$ cat src/rtl/receiver_pkg.sv
// Shared serial-link definitions: payload width, state encodings and the
// even-parity helper also used by the transmitter.
package receiver_pkg;

  localparam int DATA_BITS = 7;

  typedef enum logic [2:0] {
    ST_IDLE  = 3'd0,
    ST_DATA  = 3'd1,
    ST_PAR   = 3'd2,
    ST_STOP  = 3'd3,
    ST_BREAK = 3'd4
  } rx_state_t;

  // Parity bit that makes the total number of ones (data + parity) even.
  function automatic logic parity_even(input logic [DATA_BITS-1:0] data);
    return ^data;
  endfunction

endpackage

$ cat src/rtl/rx_holding_reg.sv
// Output holding register: keeps one received word and its error flags,
// and hands it to the consumer over a valid/ready port.
module rx_holding_reg
  import receiver_pkg::*;
#(
  parameter int DATA_BITS = receiver_pkg::DATA_BITS
) (
  input  logic                 clk,
  input  logic                 rstn,
  input  logic                 load,
  input  logic [DATA_BITS-1:0] load_data,
  input  logic                 load_perr,
  input  logic                 load_ferr,
  input  logic                 ready,
  output logic [DATA_BITS-1:0] data_out,
  output logic                 valid,
  output logic                 parity_err,
  output logic                 frame_err,
  output logic                 overrun
);

  // Handshake: a word transfers on any edge where valid && ready. Once valid
  // is raised, data_out and the flags hold until that transfer or until a
  // newly completed word replaces them.
  always_ff @(posedge clk or negedge rstn) begin
    if (!rstn) begin
      data_out   <= '0;
      valid      <= 1'b0;
      parity_err <= 1'b0;
      frame_err  <= 1'b0;
      overrun    <= 1'b0;
    end else if (load) begin
      data_out   <= load_data;
      valid      <= 1'b1;
      parity_err <= load_perr;
      frame_err  <= load_ferr;
      overrun    <= valid && !ready;
    end else if (valid && ready) begin
      valid      <= 1'b0;
      parity_err <= 1'b0;
      frame_err  <= 1'b0;
      overrun    <= 1'b0;
    end
  end

endmodule

$ cat src/rtl/receiver.sv
// Serial frame receiver: start(0), DATA_BITS data LSB first, even parity,
// stop(1). One sample per clock; completed words go to rx_holding_reg.
module receiver
  import receiver_pkg::*;
#(
  parameter int DATA_BITS = receiver_pkg::DATA_BITS
) (
  input  logic                 clk,
  input  logic                 rstn,
  input  logic                 serial_in,
  output logic [DATA_BITS-1:0] data_out,
  output logic                 valid,
  input  logic                 ready,
  output logic                 parity_err,
  output logic                 frame_err,
  output logic                 overrun,
  output logic [2:0]           state_dbg
);

  localparam int CNT_W = (DATA_BITS > 1) ? $clog2(DATA_BITS) : 1;
  localparam logic [CNT_W-1:0] LAST_BIT = CNT_W'(DATA_BITS - 1);

  rx_state_t            state;
  logic [CNT_W-1:0]     bit_cnt;
  logic [DATA_BITS-1:0] shift_reg;
  logic                 parity_bit;
  logic                 word_done;
  logic                 word_perr;

  always_ff @(posedge clk or negedge rstn) begin
    if (!rstn) begin
      state      <= ST_IDLE;
      bit_cnt    <= '0;
      shift_reg  <= '0;
      parity_bit <= 1'b0;
    end else begin
      case (state)
        ST_IDLE: begin
          if (!serial_in) begin
            state   <= ST_DATA;
            bit_cnt <= '0;
          end
        end
        ST_DATA: begin
          shift_reg <= {serial_in, shift_reg[DATA_BITS-1:1]};
          bit_cnt   <= bit_cnt + CNT_W'(1);
          if (bit_cnt == LAST_BIT) state <= ST_PAR;
        end
        ST_PAR: begin
          parity_bit <= serial_in;
          state      <= ST_STOP;
        end
        ST_STOP: begin
          state <= serial_in ? ST_IDLE : ST_BREAK;
        end
        // A held-low line must return high before another start is honoured.
        ST_BREAK: begin
          if (serial_in) state <= ST_IDLE;
        end
        default: state <= ST_IDLE;
      endcase
    end
  end

  // The word is loaded on the same edge that samples the stop bit.
  assign word_done = (state == ST_STOP);
  assign word_perr = parity_even(shift_reg) ^ parity_bit;
  assign state_dbg = state;

  rx_holding_reg #(
    .DATA_BITS(DATA_BITS)
  ) u_hold (
    .clk       (clk),
    .rstn      (rstn),
    .load      (word_done),
    .load_data (shift_reg),
    .load_perr (word_perr),
    .load_ferr (!serial_in),
    .ready     (ready),
    .data_out  (data_out),
    .valid     (valid),
    .parity_err(parity_err),
    .frame_err (frame_err),
    .overrun   (overrun)
  );

endmodule

$ cat config.mk
export PLATFORM = sky130hd
export DESIGN_NAME = receiver
export DESIGN_NICKNAME = d
export VERILOG_FILES = /design/src/rtl/receiver_pkg.sv /design/src/rtl/rx_holding_reg.sv /design/src/rtl/receiver.sv
export SDC_FILE = /design/constraint.sdc
export NUM_CORES = 1
export LEC_CHECK = 0
export ABC_CLOCK_PERIOD_IN_PS = 3310
export BUFFER_PORTS_ARGS = -buffer_cell sky130_fd_sc_hd__buf_2
export CAP_MARGIN = 20
export CELL_PAD_IN_SITES_DETAIL_PLACEMENT = 1
export CELL_PAD_IN_SITES_GLOBAL_PLACEMENT = 2
export CORE_ASPECT_RATIO = 0.9
export CORE_UTILIZATION = 39
export DETAILED_ROUTE_END_ITERATION = 8
export PLACE_DENSITY = 0.78
export SYNTH_ARGS = -nofsm -noshare
export SYNTH_HDL_FRONTEND = slang
export SYNTH_SLANG_ARGS = --single-unit
$ cat constraint.sdc
create_clock -name clk -period 3.31 [get_ports clk]
set_input_delay 0.1655 -clock clk [delete_from_list [all_inputs] [get_ports clk]]
set_output_delay 0.1655 -clock clk [all_outputs]
set_load 0.005 [all_outputs]
==> results.sh <==
export IMPL_ios=18
export IMPL_path_max_fanout=10
export IMPL_p_sw_mw=0.456
export IMPL_clock_path_buffers=2
export IMPL_worst_skew_pair_late_latency_ns=0.32
export IMPL_antennaDiodeCount=0
export IMPL_synth_main_ff_cell="dfrtp_1"
export IMPL_seqPwrFrac=0.456
export IMPL_synth_largest_area_cell="dfrtp_1"
export IMPL_internal_power_mw=0.827
export IMPL_powerDensity_mw_per_mm2=1040
export IMPL_path_buf_inv=0
export IMPL_timing_rr_start="state_dbg[1]$_DFFE_PN0P_"
export IMPL_end_kind="flip-flop"
export IMPL_critPathTopFamily="flip-flops"
export IMPL_peakVddDrop_uv=382
export IMPL_crit_path_start="state_dbg[1]$_DFFE_PN0P_"
export IMPL_slew_viol_final=0
export IMPL_yosys_warnings=0
export IMPL_crit_path_max_incr_delay_ns=0.58
export IMPL_track_usage=0.154
export IMPL_syn_nets=92
export IMPL_areaGrowthSynthToFinish_pct=11.8
export IMPL_syn_inst=86
export IMPL_numPortBuffers=17
export IMPL_clock_sinks=25
export IMPL_die_h_um=52.4
export IMPL_setup_viol_count_final=0
export IMPL_hp_start="ready"
export IMPL_multiInputGateArea_um2=434
export IMPL_antenna_found_initial=0
export IMPL_wl_mm=1.92
export IMPL_die_area_mm2=0.00304
export IMPL_grt_max_degree=26
export IMPL_cts_root_buf="clkbuf_4"
export IMPL_cts_buffers=3
export IMPL_clock_skew_ns=0.00570
export IMPL_drive_gt1_frac=0.352
export IMPL_drt_iter0_drc=25
export IMPL_grt_ovfl_total=0
export IMPL_syn_cell_area_mm2=0.00110
export IMPL_crit_required_ns=3.53
export IMPL_synth_seq_area_share=0.568
export IMPL_drtPass1Iterations=4
export IMPL_cts_tree="done"
export IMPL_n_fill_cell=278
export IMPL_synth_seq_cells=25
export IMPL_power_frac_comb=0.437
export IMPL_p_leak_nw=0.589
export IMPL_drc=0
export IMPL_htree_levels=1
export IMPL_slew_headroom=0.629
export IMPL_fin_hold_ws_ns=0.0168
export IMPL_min_path_type="in2reg"
export IMPL_swShare=0.355
export IMPL_cp_start_kind="flip-flop"
export IMPL_maxCapViolCount=0
export IMPL_synth_top_area_frac=0.568
export IMPL_crit_type="reg2reg"
export IMPL_tightest_slew_ns=0.556
export IMPL_layout_area_seq_um2=626
export IMPL_nets=112
export IMPL_crit_chain="nor2_2 > nand2_2 > mux2_2"
export IMPL_cp_arrival_ns=1.57
export IMPL_synth_area_top_cells="dfrtp_1, mux2_2, xnor2_1, o21ai_0, mux2_4"
export IMPL_die_w_um=58.0
export IMPL_synth_distinct_cells=24
export IMPL_status="finished clean"
export IMPL_fin_tns_setup_ns=0
export IMPL_start_util=0.431
export IMPL_synth_commonest_cells="dfrtp_1, mux2_2, o21ai_0"
export IMPL_wl_per_cell_um=14.5
export IMPL_hpwl_mm=1.32
export IMPL_fmax_mhz=740
export IMPL_postSynth_asyncResetShare=1.00
export IMPL_cts_resized_gates=0
export IMPL_dp_cells=128
export IMPL_synth_most_common_cell="dfrtp_1"
export IMPL_period_minus_slack_ns=1.35
export IMPL_rows=17
export IMPL_clkTransAtPathRegs_ns=0.13
export IMPL_viasPerCell=5.27
export IMPL_postRouteAntennaNets=0
export IMPL_grt_pass1_wl_mm=3.43
export IMPL_core_mm2=0.00255
export IMPL_slowest_stage="dfrtp_1"
export IMPL_gp_congestion=0.687
export IMPL_fin_crit_sh=0.408
export IMPL_synth_edff_count=0
export IMPL_p_clk_frac=0.107
export IMPL_grt_pass1_vias=695
export IMPL_num_vias=701
export IMPL_syn_avg_cell_area_um2=12.8
export IMPL_stdcell_count=133
export IMPL_finalHoldViolations=0
export IMPL_rsz0062_at_grt="no"
[metrics by stage]
step	util	setup WS, ns	total power, mW	area [um2]
2_1_floorplan	-	2.11	1.01	1100
3_3_place_gp	0.468	2.01	1.14	1190
3_5_place_dp	0.468	1.97	1.16	1190
4_1_cts	0.482	1.94	1.30	1230
5_1_grt	0.482	1.89	1.40	1230
6_report	0.482	1.96	1.28	1230
[worst paths after layout]
kind / end / slack (ns) / depth (start not counted)
max: shift_reg[1]$_DFFE_PN0P_ / 1.96 / 3
min: u_hold.valid$_DFFE_PN0P_ / 0.02 / 2
max reg2reg: shift_reg[1]$_DFFE_PN0P_ / 1.96 / 3
min reg2reg: u_hold.frame_err$_DFFE_PN0P_ / 0.51 / 2
max in group asynchronous: bit_cnt[1]$_DFFE_PN0P_ / 2.59 / 2
min in group asynchronous: state_dbg[1]$_DFFE_PN0P_ / 0.34 / 2
[final cells by class]
class,instances,area share
multi-input cells,54,0.353
inverters,4,0.0122
flip-flops and latches,25,0.508
repair buffers,18,0.0772
well taps,28,0.0285
clock buffers,4,0.0213
[routing by layer]
metal,GRT usage,vias up,part of all wire
met2,0.236,15,0.46
met1,0.207,351,0.49
met4,0.0595,0,0.0068
met5,0,-,0
li1,-,333,-
met3,0.0444,2,0.044
[cell families (layout without fill, tap and decap cells)]
kind of cell / after synthesis / count (layout) / synth area share
and+or+nand+nor: 16 / 16 / 0.0886
buffers and inverters: 7 / 26 / 0.0375
adders and majority gates: 2 / 2 / 0.0227
xor gates and xnor gates: 7 / 7 / 0.0557
muxes: 14 / 14 / 0.150
DFF: 25 / 25 / 0.568
AOI/OAI and AO/OA: 15 / 15 / 0.0773
[power by group through the flow]
stage	clock network, mW	registers [mW]	logic (mW)
finish	0.138	0.586	0.560
CTS	0.143	0.587	0.573
detailed placement	0	0.594	0.570
global route	0.155	0.613	0.635
global placement	0	0.584	0.555
floorplan	0	0.555	0.458
[what timing repair did]
action                                 CTS  global route
endpoints found under the hold margin   25             0
buffers inserted                         0             0
hold buffers                             1             0
[cells in the final DEF, fill, tap and decap left out, types with 2 or more instances in the layout]
cell | netlist | layout
mux2_4 | 2 | 2
clkbuf_4 | 0 | 3
inv_1 | 4 | 4
nand3_1 | 2 | 2
ha_1 | 2 | 2
o21ai_0 | 8 | 8
xnor2_1 | 7 | 7
a21oi_1 | 3 | 3
nand2_1 | 6 | 6
dfrtp_1 | 25 | 25
mux2_2 | 12 | 12
buf_2 | 0 | 17
Power figures use the tool's default switching activity.
